$ cat src/rtl/bfly_feed_if.sv
// Stream bundle between the beat source, the butterfly feeder and the butterfly consumer.
// The master modport is the source/consumer side and the slave modport is the feeder itself.
interface bfly_feed_if #(
  parameter int WIDTH    = 12,
  parameter int NUM_PAIR = 16,
  parameter int DEPTH    = 4
);
  localparam int CW = (DEPTH > 1) ? $clog2(DEPTH) : 1;

  // Handshake: a beat is taken on every rising edge where din_valid is high. There is no
  // ready, so the feeder never stalls the source. The consumer must take every beat that
  // has bfly_valid high.
  logic                                     din_valid;
  logic signed [NUM_PAIR-1:0][WIDTH-1:0]    din_re;
  logic signed [NUM_PAIR-1:0][WIDTH-1:0]    din_im;
  logic                                     bfly_valid;
  logic signed [NUM_PAIR-1:0][WIDTH-1:0]    bfly_din_re;
  logic signed [NUM_PAIR-1:0][WIDTH-1:0]    bfly_din_im;
  logic signed [NUM_PAIR-1:0][WIDTH-1:0]    shift_data_re;
  logic signed [NUM_PAIR-1:0][WIDTH-1:0]    shift_data_im;
  logic [CW-1:0]                            pair_idx;
  logic                                     frame_done;
  logic                                     fill_busy;
  logic                                     err_sticky;
  logic                                     fsm_state;

  modport master (
    output din_valid, din_re, din_im,
    input  bfly_valid, bfly_din_re, bfly_din_im, shift_data_re, shift_data_im,
           pair_idx, frame_done, fill_busy, err_sticky, fsm_state
  );

  modport slave (
    input  din_valid, din_re, din_im,
    output bfly_valid, bfly_din_re, bfly_din_im, shift_data_re, shift_data_im,
           pair_idx, frame_done, fill_busy, err_sticky, fsm_state
  );
endinterface

$ cat src/rtl/bfly_feed.sv
// Radix-2 butterfly feeder. It buffers the first half-frame and then pairs each buffered beat
// with the matching live beat from the second half-frame.
module bfly_feed #(
  parameter int WIDTH    = 12,
  parameter int NUM_PAIR = 16,
  parameter int DEPTH    = 4
) (
  input  logic        clk,
  input  logic        rst,
  input  logic        flush,
  bfly_feed_if.slave  bus
);
  localparam int CW = (DEPTH > 1) ? $clog2(DEPTH) : 1;

  typedef logic signed [NUM_PAIR-1:0][WIDTH-1:0] beat_t;
  typedef enum logic {FILL = 1'b0, PAIR = 1'b1} state_t;

  state_t        state_q, state_d;
  logic [CW-1:0] cnt_q, cnt_d;
  logic          buf_we;
  logic          out_valid_d;
  logic          done_d;
  logic          last_beat;

  beat_t buf_re [DEPTH];
  beat_t buf_im [DEPTH];

  assign last_beat     = (cnt_q == CW'(DEPTH - 1));
  assign bus.fsm_state = state_q;

  always_comb begin
    state_d     = state_q;
    cnt_d       = cnt_q;
    buf_we      = 1'b0;
    out_valid_d = 1'b0;
    done_d      = 1'b0;
    if (bus.din_valid) begin
      cnt_d = last_beat ? '0 : cnt_q + CW'(1);
      case (state_q)
        FILL: begin
          buf_we = 1'b1;
          if (last_beat) state_d = PAIR;
        end
        PAIR: begin
          out_valid_d = 1'b1;
          if (last_beat) begin
            done_d  = 1'b1;
            state_d = FILL;
          end
        end
        default: state_d = FILL;
      endcase
    end
  end

  // The buffer has no reset. Its contents only matter after a complete FILL.
  always_ff @(posedge clk) begin
    if (!rst && !flush && buf_we) begin
      buf_re[cnt_q] <= bus.din_re;
      buf_im[cnt_q] <= bus.din_im;
    end
  end

  always_ff @(posedge clk) begin
    if (rst || flush) begin
      state_q           <= FILL;
      cnt_q             <= '0;
      bus.fill_busy     <= 1'b1;
      bus.bfly_valid    <= 1'b0;
      bus.frame_done    <= 1'b0;
      bus.pair_idx      <= '0;
      bus.bfly_din_re   <= '0;
      bus.bfly_din_im   <= '0;
      bus.shift_data_re <= '0;
      bus.shift_data_im <= '0;
      if (rst)
        bus.err_sticky <= 1'b0;
      else if (cnt_q != '0 || state_q == PAIR)
        bus.err_sticky <= 1'b1;
    end else begin
      state_q        <= state_d;
      cnt_q          <= cnt_d;
      bus.fill_busy  <= (state_d == FILL);
      bus.bfly_valid <= out_valid_d;
      bus.frame_done <= done_d;
      if (out_valid_d) begin
        bus.pair_idx      <= cnt_q;
        bus.bfly_din_re   <= bus.din_re;
        bus.bfly_din_im   <= bus.din_im;
        bus.shift_data_re <= buf_re[cnt_q];
        bus.shift_data_im <= buf_im[cnt_q];
      end else begin
        bus.pair_idx      <= '0;
        bus.bfly_din_re   <= '0;
        bus.bfly_din_im   <= '0;
        bus.shift_data_re <= '0;
        bus.shift_data_im <= '0;
      end
    end
  end
endmodule

$ cat src/flat_wrapper.sv
// flat-port wrapper written by rule: the top's interface ports become plain ports
module bfly_feed_flat 
#(
  parameter int WIDTH    = 12,
  parameter int NUM_PAIR = 16,
  parameter int DEPTH    = 4
)
  (clk, rst, flush, bus_din_valid, bus_din_re, bus_din_im, bus_bfly_valid, bus_bfly_din_re, bus_bfly_din_im, bus_shift_data_re, bus_shift_data_im, bus_pair_idx, bus_frame_done, bus_fill_busy, bus_err_sticky, bus_fsm_state);
  bfly_feed_if #(.WIDTH(WIDTH), .NUM_PAIR(NUM_PAIR), .DEPTH(DEPTH)) bus_i ();
  input  logic clk;
  input  logic rst;
  input  logic flush;
  input wire logic [$bits(bus_i.din_valid)-1:0] bus_din_valid;
  input wire logic [$bits(bus_i.din_re)-1:0] bus_din_re;
  input wire logic [$bits(bus_i.din_im)-1:0] bus_din_im;
  output wire logic [$bits(bus_i.bfly_valid)-1:0] bus_bfly_valid;
  output wire logic [$bits(bus_i.bfly_din_re)-1:0] bus_bfly_din_re;
  output wire logic [$bits(bus_i.bfly_din_im)-1:0] bus_bfly_din_im;
  output wire logic [$bits(bus_i.shift_data_re)-1:0] bus_shift_data_re;
  output wire logic [$bits(bus_i.shift_data_im)-1:0] bus_shift_data_im;
  output wire logic [$bits(bus_i.pair_idx)-1:0] bus_pair_idx;
  output wire logic [$bits(bus_i.frame_done)-1:0] bus_frame_done;
  output wire logic [$bits(bus_i.fill_busy)-1:0] bus_fill_busy;
  output wire logic [$bits(bus_i.err_sticky)-1:0] bus_err_sticky;
  output wire logic [$bits(bus_i.fsm_state)-1:0] bus_fsm_state;
  assign bus_i.din_valid = bus_din_valid;
  assign bus_i.din_re = bus_din_re;
  assign bus_i.din_im = bus_din_im;
  assign bus_bfly_valid = bus_i.bfly_valid;
  assign bus_bfly_din_re = bus_i.bfly_din_re;
  assign bus_bfly_din_im = bus_i.bfly_din_im;
  assign bus_shift_data_re = bus_i.shift_data_re;
  assign bus_shift_data_im = bus_i.shift_data_im;
  assign bus_pair_idx = bus_i.pair_idx;
  assign bus_frame_done = bus_i.frame_done;
  assign bus_fill_busy = bus_i.fill_busy;
  assign bus_err_sticky = bus_i.err_sticky;
  assign bus_fsm_state = bus_i.fsm_state;
  bfly_feed #(.WIDTH(WIDTH), .NUM_PAIR(NUM_PAIR), .DEPTH(DEPTH)) u_core (.clk(clk), .rst(rst), .flush(flush), .bus(bus_i));
endmodule
$ cat config.mk
export PLATFORM = sky130hd
export DESIGN_NAME = bfly_feed_flat
export DESIGN_NICKNAME = d
export VERILOG_FILES = /design/src/rtl/bfly_feed_if.sv /design/src/rtl/bfly_feed.sv /design/src/flat_wrapper.sv
export SDC_FILE = /design/constraint.sdc
export NUM_CORES = 2
export LEC_CHECK = 0
export BUFFER_PORTS_ARGS = -buffer_cell sky130_fd_sc_hd__clkbuf_2
export CAP_MARGIN = 5
export CORE_AREA = 2 2 457 459
export CTS_BUF_LIST = sky130_fd_sc_hd__clkbuf_4 sky130_fd_sc_hd__clkbuf_8
export CTS_CLUSTER_SIZE = 28
export DETAILED_ROUTE_END_ITERATION = 10
export DIE_AREA = 0 0 459 461
export PLACE_DENSITY = 0.58
export SYNTH_ARGS = -nofsm -noshare
export SYNTH_HDL_FRONTEND = slang
export SYNTH_SLANG_ARGS = --single-unit
$ cat constraint.sdc
create_clock -name clk -period 10.7 [get_ports clk]
set_input_delay 1.605 -clock clk [delete_from_list [all_inputs] [get_ports clk]]
set_output_delay 1.605 -clock clk [all_outputs]
set_load 0.005 [all_outputs]
After elaboration in Yosys (flattened, before gate mapping). Memory sizes are Yosys's and may differ from the RTL's. A register that Yosys moved wholly into a read port is not among the register bits. Cells that the tools add are included.

Reductions and logical operators: 11. Add/sub/neg operators: 1. Multiplexer cells: 12. Bitwise gates (word level): 4. Equal/unequal tests: 1.

Operators by type and width (count): 1-bit two-way mux (10); 1-bit inverter (4); 2-bit nonzero test (2); 3-bit OR reduction (1); 2-bit by 1-bit adder with 2-bit output, second input constant (1); 2-bit equality test, second input constant (1); 1-bit logical AND (2); 1-bit logical NOT (2); 1-bit logical OR (2); 2-bit two-way mux (1); 1-bit case mux with 2 select lines (1); 2-bit AND reduction (1); 2-bit OR reduction (1).

Memories kept: 2. Logic and storage cells: 70. Memory bits (writable): 1536. Input bits: 388. Register bits after elaboration: 393. Output and inout bits: 775.

Memories: u_core.buf_im (depth 4, width 192, read ports 1, clocked after Yosys merged registers in 1, wr ports 1, RTL line bfly_feed.sv:26) `beat_t buf_im [DEPTH];`; u_core.buf_re (depth 4, width 192, read ports 1, clocked after Yosys merged registers in 1, wr ports 1, RTL line bfly_feed.sv:25) `beat_t buf_re [DEPTH];`.

Logic depth before layout (Yosys ltp).
Word-level depth: 5. Mapped depth: 7. Mapped depth without buffers: 4.

Least setup slack after synthesis. No wires, ideal clock.

Path kind: input port to flip-flop. Start point: input flush. End point: memory u_core.buf_im[2][0] (netlist bit), enable pin. Buffers on the path: 0. Stages: 2. Setup time: 796 ps. Required time: 9904 ps. Data arrival time: 10723 ps. Path slack: -819 ps. Cell sequence: nor4b_1 -> and2_1.

Word-level cells in the longest chain between the ends: 5.

RTL lines: start: declaration (RTL line flat_wrapper.sv:12) `input logic flush;`; 1-bit logical NOT (RTL line bfly_feed.sv:58) `if (!rst && !flush && buf_we) begin`; 1-bit logical AND (2 in series) (RTL line bfly_feed.sv:58); 1-bit two-way mux (RTL line bfly_feed.sv:58); 1-bit two-way mux (implied by the code) (RTL line bfly_feed.sv:60) `buf_im[cnt_q] <= bus.din_im;`; end: declaration (RTL line bfly_feed.sv:26).

No other way between the ends.

==> results.cfg <==
[grt]
grt_pass1_wl_um = 262000
grt_remaining_overflow = 0
track_usage_pct = 16.9
grt_antenna_before_repair = 22
grt_max_degree = 277
grt_pass1_vias = 39200

[sta]
fmax_mhz = 223
finalCritPeriodShare_pct = 41.9
slew_headroom_pct = 19.1
fin_skew_ns = 0.0703
setup_tns_ns = 0
finalCriticalPeriod_ns = 4.48
worst_pin_slew_ns = 1.21
rsz0062_at_grt = no
slew_violations = 0
whs_ns = 0.614
hold_viol = 0
finalSetupViolCount = 0

[setup_path]
max_stage_delay_ns = 0.79
path_cells = buf_4 > buf_4 > buf_4 > buf_4 > mux4_2 > and2_1
cp.buffers_inverters = 4
crit_required_ns = 11.57
worstSetupPathType = register to register
end_kind = register
cp_common_cell = buf_4
critPathTopFamily = buffers and inverters
critPathSlowestCell = buf_4
worstPathMaxFanout = 44
startpoint_type = register
critPathArrivalTime_ns = 5.35

[yosys]
seq_area_frac_synth_pct = 80.8
synthMuxAreaShare_pct = 11.3
syn-cell-area_mm2 = 0.0763
synth-compound-area-share_pct = 0.0426
synth_top_area_cell = edfxtp_1
synth_top_family_by_area = multiplexers
synth_fa_ha_area_share_pct = 0.0656
yosysTopAreaCellShare_pct = 60.5
yosysUniqueCellTypes = 23
syn-num-nets = 4058
synth-seq-cells = 2313
ys_warn_count = 0
synthXorXnorAreaFrac_pct = 0
synthTopCellsByArea = edfxtp_1 60%, dfxtp_1 20%, mux4_2 11%, and2_1 6.4%, buf_6 0.56%
syn_area_per_cell_um2 = 20.8
syn_inst = 3666
synthSimpleGateAreaFrac_pct = 6.43

[power]
p_seq_share_pct = 53.6
powerDensity_mw_per_mm2 = 193
leakage_nw = 34.3
peakVddDrop_uv = 119
p_int_mw = 14.3
p_clk_share_pct = 44.1
power_frac_comb_pct = 2.4
p_sw_share_pct = 20.4
switchingPower_mw = 3.66
finalPower_mw = 17.9

[detailed_routing]
wl_per_cell_um = 22.7
drc = 0
vias_per_cell = 4.69
drtIter0Drc = 2485
finalWirelength_um = 184000
drt_first_pass_iters = 5
ant_nets = 0
vias = 38000

[placed_design]
portBuffers = 1162
place_congestion = 0.810
dp_hpwl_um = 116000

[layout]
syn2layout_area_growth_pct = 21.8
final_cell_mix = 1537 x edfxtp_1, 1162 x clkbuf_2, 774 x dfxtp_1
drive_above_1_share_pct = 41.9
fin_nets = 5474
multiInputGateArea_mm2 = 0.0137
regArea_mm2 = 0.0617
n_fill_cell = 18000
final_common_cell = edfxtp_1

[die]
rows = 167
io_pins = 1163
fp.dieW_um = 459
core-area_mm2 = 0.206
die_area_mm2 = 0.212
die_y_um = 461
start_util_pct = 37.0

[cts]
cts_setup_buffers = 0
cts_inserted_buffers = 383
worstSkewPairLatency_ns = 1.04
root_buffer = clkbuf_8
cts.sinks = 2313
cts_resized = 0
clk_pin_slew_ns = 0.06
htree_levels = 5
holdBufCountCts = 0
cts_tree = done
cts_buffer_depth = 4

[outcome]
outcome = finished, final reports clean

[run]
drv_cap = 0

[worst_hold_path]
hold_path_class = register to register
Yosys cell counts (all sizes together):
library cell / number
edfxtp: 1537
dfxtp: 776
and2: 775
mux4: 384
clkbuf: 102
buf: 70
ha: 4
inv: 3
nand2b: 2
nor2: 2
a21boi: 1
a21o: 1
a21oi: 1
and3b: 1
mux2i: 1
nor4b: 1
nor4bb: 1
o21a: 1
o21ai: 1
or2: 1
or3b: 1
path summary, 6_finish.rpt:
path                         from  depth (start not counted)  slack [ns]                             to
max               u_core.cnt_q[0]                          6        6.22  u_core.bus.shift_data_im[150]
min          u_core.buf_im[2][36]                          2        0.61   u_core.bus.shift_data_im[36]
max reg2reg       u_core.cnt_q[0]                          6        6.22  u_core.bus.shift_data_im[150]
min reg2reg  u_core.buf_im[2][36]                          2        0.61   u_core.bus.shift_data_im[36]
power groups by stage:
stage                     clock network [mW]  logic [mW]  registers [mW]
after floorplan                            0       0.196            9.79
after global placement                     0       0.423            9.78
after detailed placement                   0       0.431            9.79
after CTS                               8.11       0.432            9.60
after global routing                    8.50       0.457            9.60
final                                   7.89       0.423            9.60
flip-flops by register name, summed over array words and instances (netlist names), named ones only:
register and cells:
u_core.bus.pair_idx 2, u_core.bus.shift_data_re 192, u_core.bus.err_sticky 1, u_core.bus.shift_data_im 192
u_core.bus.frame_done 1, u_core.cnt_q 2, u_core.buf_im 768, u_core.buf_re 768
u_core.bus.bfly_din_re 192, u_core.bus.bfly_din_im 192, u_core.bus.fill_busy 1, u_core.bus.bfly_valid 1
cell families after synthesis:
| group | count (synthesis) |
|---|---|
| simple gates | 784 |
| mux | 385 |
| compound gates | 5 |
| flops | 2313 |
| fa+ha+maj | 4 |
| buf+inv | 175 |
metal layers:
| layer | vias to the layer above | global-route usage [%] | wire length [um] |
|---|---|---|---|
| met1 | 19600 | 21.6 | 76900 |
| met3 | 277 | 4.82 | 13200 |
| met2 | 1398 | 27.7 | 89600 |
| li1 | 16800 | - | - |
| met5 | - | 0 | 0 |
| met4 | 0 | 5.23 | 4210 |
metrics by stage:
step / util (%) / worst slack, ns / cells / area [um^2]
3_3_place_gp: 41.2 / 5.47 / 7401 / 85100
4_1_cts: 45.0 / 6.00 / 8093 / 93000
5_1_grt: 45.1 / 5.71 / 8099 / 93000
2_1_floorplan: - / 3.48 / 3666 / 76300
3_5_place_dp: 41.2 / 5.49 / 7401 / 85100
6_report: 45.1 / 6.22 / 8103 / 93000
worst reg2reg max path, delay by kind of cell, from the launching register on:
kind	cells	cell delay, ns
buffers and inverters	4	2.97
muxes	1	0.58
DFF	1	0.62
and+or+nand+nor	1	0.16
area by class of cell:
cell class / count / area share [%]
Sequential cell: 2313 / 66.3
Multi-Input combinational cell: 1178 / 14.7
Clock buffer: 617 / 7.93
Timing Repair Buffer: 1203 / 6.77
Tap cell: 2704 / 3.64
Clock inverter: 75 / 0.588
Antenna cell: 10 / 0.0269
Inverter: 3 / 0.0121
No activity file was read; power rests on OpenSTA's default activity.
